<file path="src/rtl/cvs_pkg.sv">
// cvs_pkg: shared sizing and per-channel configuration type for cvs_channel_gen.
package cvs_pkg;
  localparam int NUM_CH = 5;
  localparam int DIV_W  = 8;

  typedef struct packed {
    logic [DIV_W-1:0] half_period;
    logic [DIV_W-1:0] phase;
  } chan_cfg_t;
endpackage

</file>
<file path="src/rtl/cvs_chan_div.sv">
// cvs_chan_div: one square-wave channel (phase delay, half-period counter, toggle).
// Define CVS_CHANNEL_GEN_SHADOW_EN to defer running writes to the next toggle edge.
module cvs_chan_div #(
  parameter int DIV_W = cvs_pkg::DIV_W
) (
  input  logic             clock,
  input  logic             reset,
  input  logic             i_run,
  input  logic             i_run_d,
  input  logic             i_wr,
  input  logic [DIV_W-1:0] i_half_period,
  input  logic [DIV_W-1:0] i_phase,
  output logic             o_out,
  output logic             o_pending
);
  import cvs_pkg::*;

  localparam logic [DIV_W-1:0] CNT_ONE = {{(DIV_W-1){1'b0}}, 1'b1};

  logic [DIV_W-1:0] r_h;
  logic [DIV_W-1:0] r_p;
  logic [DIV_W-1:0] r_cnt;
  logic             r_out;
  logic             w_enabled;
  logic             w_apply_now;
  logic             w_sh_take;
  logic             w_sh_idle;
  logic [DIV_W-1:0] w_sh_h;
  logic [DIV_W-1:0] w_sh_p;

  assign w_enabled = (r_h != '0);

`ifdef CVS_CHANNEL_GEN_SHADOW_EN
  logic [DIV_W-1:0] r_sh_h;
  logic [DIV_W-1:0] r_sh_p;
  logic             r_pend;
  logic             w_running;

  // A running, enabled channel parks the write; anything else takes it at once.
  assign w_running   = i_run & i_run_d;
  assign w_apply_now = i_wr & ~(w_running & w_enabled);
  assign w_sh_take   = r_pend & w_running & (r_cnt == '0);
  assign w_sh_idle   = r_pend & ~i_run;
  assign w_sh_h      = r_sh_h;
  assign w_sh_p      = r_sh_p;
  assign o_pending   = r_pend;

  always_ff @(posedge clock or posedge reset) begin
    if (reset) begin
      r_sh_h <= '0;
      r_sh_p <= '0;
      r_pend <= 1'b0;
    end else if (i_wr & w_running & w_enabled) begin
      r_sh_h <= i_half_period;
      r_sh_p <= i_phase;
      r_pend <= 1'b1;
    end else if (w_sh_take | w_sh_idle) begin
      r_pend <= 1'b0;
    end
  end
`else
  assign w_apply_now = i_wr;
  assign w_sh_take   = 1'b0;
  assign w_sh_idle   = 1'b0;
  assign w_sh_h      = '0;
  assign w_sh_p      = '0;
  assign o_pending   = 1'b0;
`endif

  always_ff @(posedge clock or posedge reset) begin
    if (reset) begin
      r_h   <= '0;
      r_p   <= '0;
      r_cnt <= '0;
      r_out <= 1'b0;
    end else if (w_apply_now) begin
      r_h   <= i_half_period;
      r_p   <= i_phase;
      r_out <= 1'b0;
      r_cnt <= (i_run && (i_half_period != '0)) ? i_phase : '0;
    end else if (!w_enabled || !i_run) begin
      r_out <= 1'b0;
      r_cnt <= '0;
      if (w_sh_idle) begin
        r_h <= w_sh_h;
        r_p <= w_sh_p;
      end
    end else if (!i_run_d) begin
      r_cnt <= r_p;
      r_out <= 1'b0;
    end else if (r_cnt == '0) begin
      // A shadowed half-period of 0 switches the channel off instead of toggling.
      if (w_sh_take) begin
        r_h   <= w_sh_h;
        r_p   <= w_sh_p;
        r_out <= (w_sh_h != '0) ? ~r_out : 1'b0;
        r_cnt <= (w_sh_h != '0) ? (w_sh_h - CNT_ONE) : '0;
      end else begin
        r_out <= ~r_out;
        r_cnt <= r_h - CNT_ONE;
      end
    end else begin
      r_cnt <= r_cnt - CNT_ONE;
    end
  end

  assign o_out = r_out;
endmodule

</file>
<file path="src/rtl/cvs_channel_gen.sv">
// cvs_channel_gen: NUM_CH independent square-wave drive channels for simple_fpga_cvs.
// Optional CVS_CHANNEL_GEN_SHADOW_EN makes running reconfiguration take effect on a toggle.
module cvs_channel_gen #(
  parameter int NUM_CH = cvs_pkg::NUM_CH,
  parameter int DIV_W  = cvs_pkg::DIV_W
) (
  input  logic              clock,
  input  logic              reset,
  input  logic              run,
  input  logic              cfg_valid,
  output logic              cfg_ready,
  input  logic [2:0]        cfg_ch,
  input  logic [DIV_W-1:0]  cfg_half_period,
  input  logic [DIV_W-1:0]  cfg_phase,
  output logic [NUM_CH-1:0] out,
  output logic              cfg_err
);
  import cvs_pkg::*;

  logic              r_run_d;
  logic              r_rdy;
  logic              r_err;
  logic              w_accept;
  logic [NUM_CH-1:0] w_wr;
  logic [NUM_CH-1:0] w_pend;

  assign w_accept  = cfg_valid & cfg_ready;
  assign cfg_ready = r_rdy & ~(|w_pend);
  assign cfg_err   = r_err;

  // r_run_d low after reset makes the first run-high edge a start edge.
  always_ff @(posedge clock or posedge reset) begin
    if (reset) begin
      r_run_d <= 1'b0;
      r_rdy   <= 1'b0;
      r_err   <= 1'b0;
    end else begin
      r_run_d <= run;
      r_rdy   <= 1'b1;
      if (w_accept && (int'(cfg_ch) >= NUM_CH)) r_err <= 1'b1;
    end
  end

  for (genvar i = 0; i < NUM_CH; i++) begin : g_ch
    assign w_wr[i] = w_accept && (int'(cfg_ch) == i);

    cvs_chan_div #(
      .DIV_W(DIV_W)
    ) u_ch (
      .clock         (clock),
      .reset         (reset),
      .i_run         (run),
      .i_run_d       (r_run_d),
      .i_wr          (w_wr[i]),
      .i_half_period (cfg_half_period),
      .i_phase       (cfg_phase),
      .o_out         (out[i]),
      .o_pending     (w_pend[i])
    );
  end
endmodule

</file>
<file path="config.mk">
export PLATFORM = sky130hd
export DESIGN_NAME = cvs_channel_gen
export DESIGN_NICKNAME = d
export VERILOG_FILES = /design/src/rtl/cvs_pkg.sv /design/src/rtl/cvs_chan_div.sv /design/src/rtl/cvs_channel_gen.sv
export SDC_FILE = /design/constraint.sdc
export NUM_CORES = 1
export LEC_CHECK = 0
export ABC_AREA = 1
export CORE_MARGIN = 2
export CORE_UTILIZATION = 40
export DETAILED_ROUTE_END_ITERATION = 6
export PLACE_DENSITY = 0.58
export SLEW_MARGIN = 25
export SYNTH_ARGS = -nofsm -noshare
export SYNTH_HDL_FRONTEND = slang
export SYNTH_SLANG_ARGS = --single-unit
</file>
<file path="constraint.sdc">
create_clock -name clock -period 6.33 [get_ports clock]
set_input_delay 1.5825 -clock clock [delete_from_list [all_inputs] [get_ports clock]]
set_output_delay 1.5825 -clock clock [all_outputs]
set_load 0.02 [all_outputs]
</file>
==> metrics, run 1 <==
CP max stage cell=clkdlybuf4s50_1; routing usage on met2=~34%; clock skew=0.00763 ns; grt ovf=0; switching power=about 0.00097 W; Root Driver=clkbuf_16; critical-path cell list=clkdlybuf4s50_1 -> nor2_1 -> nand2_2 -> inv_1 -> nor3_2 -> inv_1 -> nor2_1 -> nand2_1 -> o21ai_0; initial antenna violation count=0; Clock Path Buffers=2; Post-CTS Hold Buffers=0; number of cell rows=46; fin crit share=53.2%; mux contribution to synthesized area=0%; Placer Congestion=0.823; RSZ-0062 raised after global routing=no; Mapped Area=6520 um2; drt initial violations=508; post-layout power=0.00278 W; Remaining DRCs=0; final cell count without fillers=around 1100; Die H=132 um; largest area contributor in the netlist=dfrtp_1; I/O pins=30; router iterations before antenna repair=5; Critical Path Sink Type=flop; sequential power share=just under 40%; combinational cell fraction of total power=27.6%; Startpoint Class=primary input; core area=15900 um2; die area=17300 um2; Cell Int Power=0.00181 W; Synth cell types=32; first-pass GRT wire length=29700 um; Die X=132 um; Adder-Cell Fraction of Synth Area=0.960%; crit path DAT=3.70 ns; Tot GR Track Use=about 22%; Hold/Removal Path Class=reg -> reg; crit-path max FO=37; Crit path largest cell delay=0.57 ns; wire per inst=17.0 um; area grow syn2layout=15.1%; Vias/cell=5.15; # diodes=0; Sw Share=34.8%; final WL=18800 um; run status=finished, final reports clean; IO Port Bufs=29; yosys warns=0; Pwr Density=roughly 370 nW/um2; CP required=6.66 ns; Worst Path Buf+Inv=3; Synth Area in Simple Gates=between 20 and 30%; share of layout cells above drive strength 1=7.86%; vias=between 5000 and 6000; Net Count, Synth=roughly 890; XOR/XNOR Fraction of Synth Area=0.134%; Total Nets Final=908; Max Slew Vio Count=0; busiest layer in global routing=met2; top cell type's share of synthesized area=49.1%; critical setup path kind=in -> reg; CTS tree=built; Final ANT Viol Nets=0; grt met3 use=5.59%; final worst hold slack=0.480 ns; Max-Slew Margin vs Limit=34.8%; GRT met1 Usage=31.6%; commonest non-fill, non-tap cell in the layout=nand2_1; slew at the pin closest to its max-slew limit=0.976 ns; Clock Sinks=128; CTS Buf Count=17; post_cts resized=0; Initial Util=41.0%; Max-cap violations=0; CP top delay family=simple AND/OR/NAND/NOR gates; H-tree depth=4; Post-Synthesis Cells=approximately 860; worst-skew pair later-pin latency=0.42 ns; Peak VDD IR=0.168 mV; min Tclk post-route=approximately 3.4 ns; main combinational cell family by area after synthesis=simple AND/OR/NAND/NOR gates; final setup fails=0; clk slew on worst S/H paths=0.06 ns; leakage=3.76 nW; pin count of the biggest net entering global routing=66; placed cell count=1077; post-CTS setup buffers=0; Mapped Avg Cell Area=~7.6 um2; vias in the first global route=approximately 5300; sequential area share after synthesis=49.1%; Synth Area in Compound Gates=between 15 and 20%; top post-synthesis cells by area=dfrtp_1 49%, nand2_1 13%, o21ai_0 9.0%; fmax=297 MHz; Total Neg Setup Slack=0 ns; Final Hold Fails=0; clock share of power=33.3%; most frequent cells in the layout=224 x nand2_1, 127 x dfrtp_1, 124 x nor2_1; DP Wirelength=12400 um; Yosys reg bits=128
-- worst reg2reg max path: stages (launching register included) --
cell     delay, ns
dfrtp_2       0.33
buf_4         0.56
inv_1         0.66
nand2_1       0.28
o21ai_0       0.11
nand2_1       0.10
o21ai_0       0.09
-- synth_stat cells --
cell type,n
a21oi_1,46
a21oi_2,2
and2_1,1
buf_1,2
buf_2,5
buf_4,5
buf_6,3
clkbuf_1,20
conb_1,1
dfrtp_1,128
ha_1,5
inv_1,70
nand2_1,225
nand2_2,17
nand3_1,34
nand4_1,4
nor2_1,124
nor2_2,10
nor2_4,1
nor2_8,1
nor3_1,4
nor3_2,1
nor4_1,7
o211ai_1,1
o21ai_0,117
o21ai_1,4
o21bai_1,5
o22ai_1,9
o31ai_1,4
o32ai_1,2
or2_2,2
xnor2_1,1
-- path summary, 6_finish.rpt --
kind	end	cells past startpoint	slack [ns]	start
hold / removal	g_ch[0].u_ch.r_p[1]	2	0.48	g_ch[0].u_ch.r_p[1]
setup reg to reg	g_ch[3].u_ch.r_cnt[1]	6	4.05	r_run_d
setup / recovery	g_ch[0].u_ch.r_cnt[4]	9	2.96	cfg_ch[0]
min in group asynchronous	g_ch[0].u_ch.r_h[3]	2	1.62	reset
hold reg to reg	g_ch[0].u_ch.r_p[1]	2	0.48	g_ch[0].u_ch.r_p[1]
max in group asynchronous	g_ch[2].u_ch.r_cnt[2]	3	3.67	reset
-- metrics by stage --
step / area [um2] / util [%] / setup slack (ns)
after floorplan: 6520 / - / 1.33
after global placement: 6950 / 43.8 / 2.31
after detailed placement: 6950 / 43.8 / 2.30
after CTS: 7500 / 47.2 / 2.71
after global routing: 7500 / 47.2 / 2.81
final: 7500 / 47.2 / 2.96
-- flip-flops by register name (all words and copies together) (netlist names) --
register         flops
g_ch.u_ch.r_p       40
r_run_d              1
g_ch.u_ch.r_cnt     40
r_rdy                1
g_ch.u_ch.r_h       40
g_ch.u_ch.o_out      5
cfg_err              1
-- logic make-up (layout without fill, tap and decap cells) --
logic type | after synthesis | count (layout)
AO/OA/AOI/OAI | 190 | 190
XOR/XNOR | 1 | 1
AND/OR/NAND/NOR | 431 | 431
buffers and inverters | 105 | 135
other | 1 | 1
adder cells (fa/ha/maj) | 5 | 5
flip-flops | 128 | 128
-- routing by layer --
layer | vias to the layer above | part of all wire (%)
met3 | 30 | 5.9
met5 | - | 0
met4 | 0 | 2.1
met2 | 189 | 45
li1 | 2826 | -
met1 | 2661 | 47
-- cell type report --
type                       instances  area [um2]
fill                            1623        8380
inverter                          70         265
clock inverter                     6        57.6
multi-input combinational        628        2880
tap                              216         270
timing repair buffer              35         335
sequential                       128        3200
clock buffer                      24         492
-- power groups by stage --
stage               sequential, W  clock [W]  combinational [W]
global route              0.00111   0.000971           0.000883
global placement          0.00110          0           0.000761
detailed placement        0.00110          0           0.000760
finish                    0.00109   0.000925           0.000768
floorplan                 0.00106          0           0.000608
CTS                       0.00108   0.000934           0.000764
Power figures use the tool's default switching activity.
==> inputs of run 2 (changes only) <==
==> constraint.sdc (replaced) <==
create_clock -name clock -period 3.2 [get_ports clock]
set_input_delay 0.8 -clock clock [delete_from_list [all_inputs] [get_ports clock]]
set_output_delay 0.8 -clock clock [all_outputs]
set_load 0.02 [all_outputs]
==> run 2 against run 1 <==
Sequential cell count unchanged. Clock power up 110%. Sequential power grew 97%.
==> metrics, run 2 (synthesized netlist as in run 1, its figures left out) <==
run status=finished, final reports clean; Die X=132 um (unchanged); Initial Util=41.0% (unchanged); worst-skew pair later-pin latency=0.43 ns (about the same); Fill cells=1618 (-0.31%); Top Registers=g_ch.u_ch.r_cnt: 40 flops, g_ch.u_ch.r_h: 40 flops, g_ch.u_ch.r_p: 40 flops; number of cell rows=46 (unchanged); Total Nets Final=912 (+0.44%); Vias/cell=5.12 (-0.59%); Total Neg Setup Slack=0 ns (unchanged); final WL=19000 um (+0.98%); critical setup path kind=in -> reg; Critical Path Sink Type=flop; Pwr Density=742 nW/um2 (+100%); CP required=3.56 ns (-3.10 ns); die area=17300 um2 (unchanged); final setup fails=0 (unchanged); Root Driver=clkbuf_16; crit-path max FO=5 (-86%); min Tclk post-route=2.25 ns; drt initial violations=451 (-11%); Clock Path Buffers=2 (unchanged); multi-input logic area=2880 um2 (about the same); Placer Congestion=0.879 (+6.9%); I/O pins=30 (unchanged); Max-cap violations=0 (unchanged); vias in the first global route=5429 (+3.0%); router iterations before antenna repair=5 (unchanged); critical-path cell list=clkdlybuf4s50_1 -> inv_1 -> a21oi_1 -> inv_1 -> nor2_1 -> nand2_1 -> nand2_1; clk slew on worst S/H paths=0.06 ns (about the same); most frequent cells in the layout=225 x nand2_1, 127 x dfrtp_1, 124 x nor2_1; final cell count without fillers=1112 (+0.45%); crit path DAT=2.61 ns (-1.09 ns); clock skew=0.0127 ns (+0.00509 ns); core area=15900 um2 (unchanged); register area=3200 um2 (unchanged); Startpoint Class=primary input; grt ovf=0 (unchanged); Final Hold Fails=0 (unchanged); pin count of the biggest net entering global routing=52 (-21%); initial antenna violation count=1 (+1); Max-Slew Margin vs Limit=39.1% (+4.2 points); Tot GR Track Use=23.2% (+0.72 points); Peak VDD IR=0.349 mV (+110%); first-pass GRT wire length=30500 um (+2.9%); Crit path largest cell delay=0.55 ns (-0.02 ns); CTS tree=built; IO Port Bufs=29 (unchanged); Final ANT Viol Nets=0 (unchanged); fin crit share=70.3%; DP Wirelength=12700 um (+2.9%); share of layout cells above drive strength 1=8.26% (+0.40 points); slew at the pin closest to its max-slew limit=0.913 ns (-0.0631 ns); RSZ-0062 raised after global routing=no; # diodes=0 (unchanged); Remaining DRCs=0 (unchanged); CP max stage cell=clkdlybuf4s50_1; post_cts resized=0 (unchanged); post-CTS setup buffers=0 (unchanged); Max Slew Vio Count=0 (unchanged); Clock Sinks=128 (unchanged); fmax=444 MHz; wire per inst=17.1 um (+0.53%); Post-CTS Hold Buffers=0 (unchanged); Die H=132 um (unchanged); placed cell count=1081 (+0.37%); CTS Buf Count=17 (unchanged); vias=5698 (-0.14%); commonest non-fill, non-tap cell in the layout=nand2_1; leakage=3.80 nW (+1.0%); area grow syn2layout=16.7%; H-tree depth=4 (unchanged); final worst hold slack=0.483 ns (+0.00241 ns); Hold/Removal Path Class=reg -> reg
==> run 2: cell count changes in the layout (fill, tap and decap cells not counted) <==
cell	before	now
clkinv_2	4	3
nand2_1	224	225
bufinv_16	1	3
inv_4	1	0
clkinvlp_4	1	3
clkbuf_8	4	1
buf_12	0	3
clkinv_4	0	2
buf_4	6	7
nand2_2	18	17
==> run 2: power breakdown <==
part | switching [W] | internal, W | total, W
Combinational | 0.000984 | 0.000537 | 0.00152
Clock | 0.000729 | 0.00124 | 0.00197
Sequential | 0.000231 | 0.00192 | 0.00215
==> run 2: path summary, 6_finish.rpt <==
| kind | from | to | slack [ns] | cells after the start |
|---|---|---|---|---|
| min in group asynchronous | reset | g_ch[0].u_ch.r_h[0] | 0.79 | 2 |
| max | run | g_ch[1].u_ch.r_cnt[6] | 0.95 | 7 |
| max in group asynchronous | reset | g_ch[1].u_ch.r_p[4] | 1.77 | 3 |
| min reg2reg | g_ch[1].u_ch.r_p[4] | g_ch[1].u_ch.r_p[4] | 0.48 | 2 |
| max reg2reg | g_ch[1].u_ch.r_cnt[5] | g_ch[1].u_ch.r_cnt[4] | 1.04 | 11 |
| min | g_ch[1].u_ch.r_p[4] | g_ch[1].u_ch.r_p[4] | 0.48 | 2 |
==> run 2: area by class of cell <==
class,instances,area share [%]
inverters,70,3.50
clock buffers,21,5.92
multi-input cells,628,37.8
repair buffers,39,5.30
well taps,216,3.55
flip-flops and latches,128,42.1
clock inverters,10,1.81
==> run 2: through the flow <==
| step | instance area [um2] | worst slack [ns] | total power, W | utilization, % |
|---|---|---|---|---|
| 2_1_floorplan | 6520 | 0.819 | 0.00330 | - |
| 3_5_place_dp | 7020 | 0.560 | 0.00368 | 44.2 |
| 6_report | 7610 | 0.950 | 0.00564 | 47.9 |
| 4_1_cts | 7610 | 0.977 | 0.00565 | 47.9 |
| 3_3_place_gp | 7020 | 0.639 | 0.00366 | 44.2 |
| 5_1_grt | 7610 | 0.815 | 0.00602 | 47.9 |
==> run 2: worst max-delay path: cells and delay by family <==
kind	cells	cell delay, ns
buf+inv	3	0.85
simple gates	3	0.61
compound gates	1	0.35
==> run 2: metal layers <==
layer,share of wire [%],GRT usage [%],vias to the layer above
met5,0.069,0,-
met4,2.5,9.30,2
met3,5.9,4.59,37
met2,44,34.6,175
met1,47,33.1,2655
li1,-,-,2829
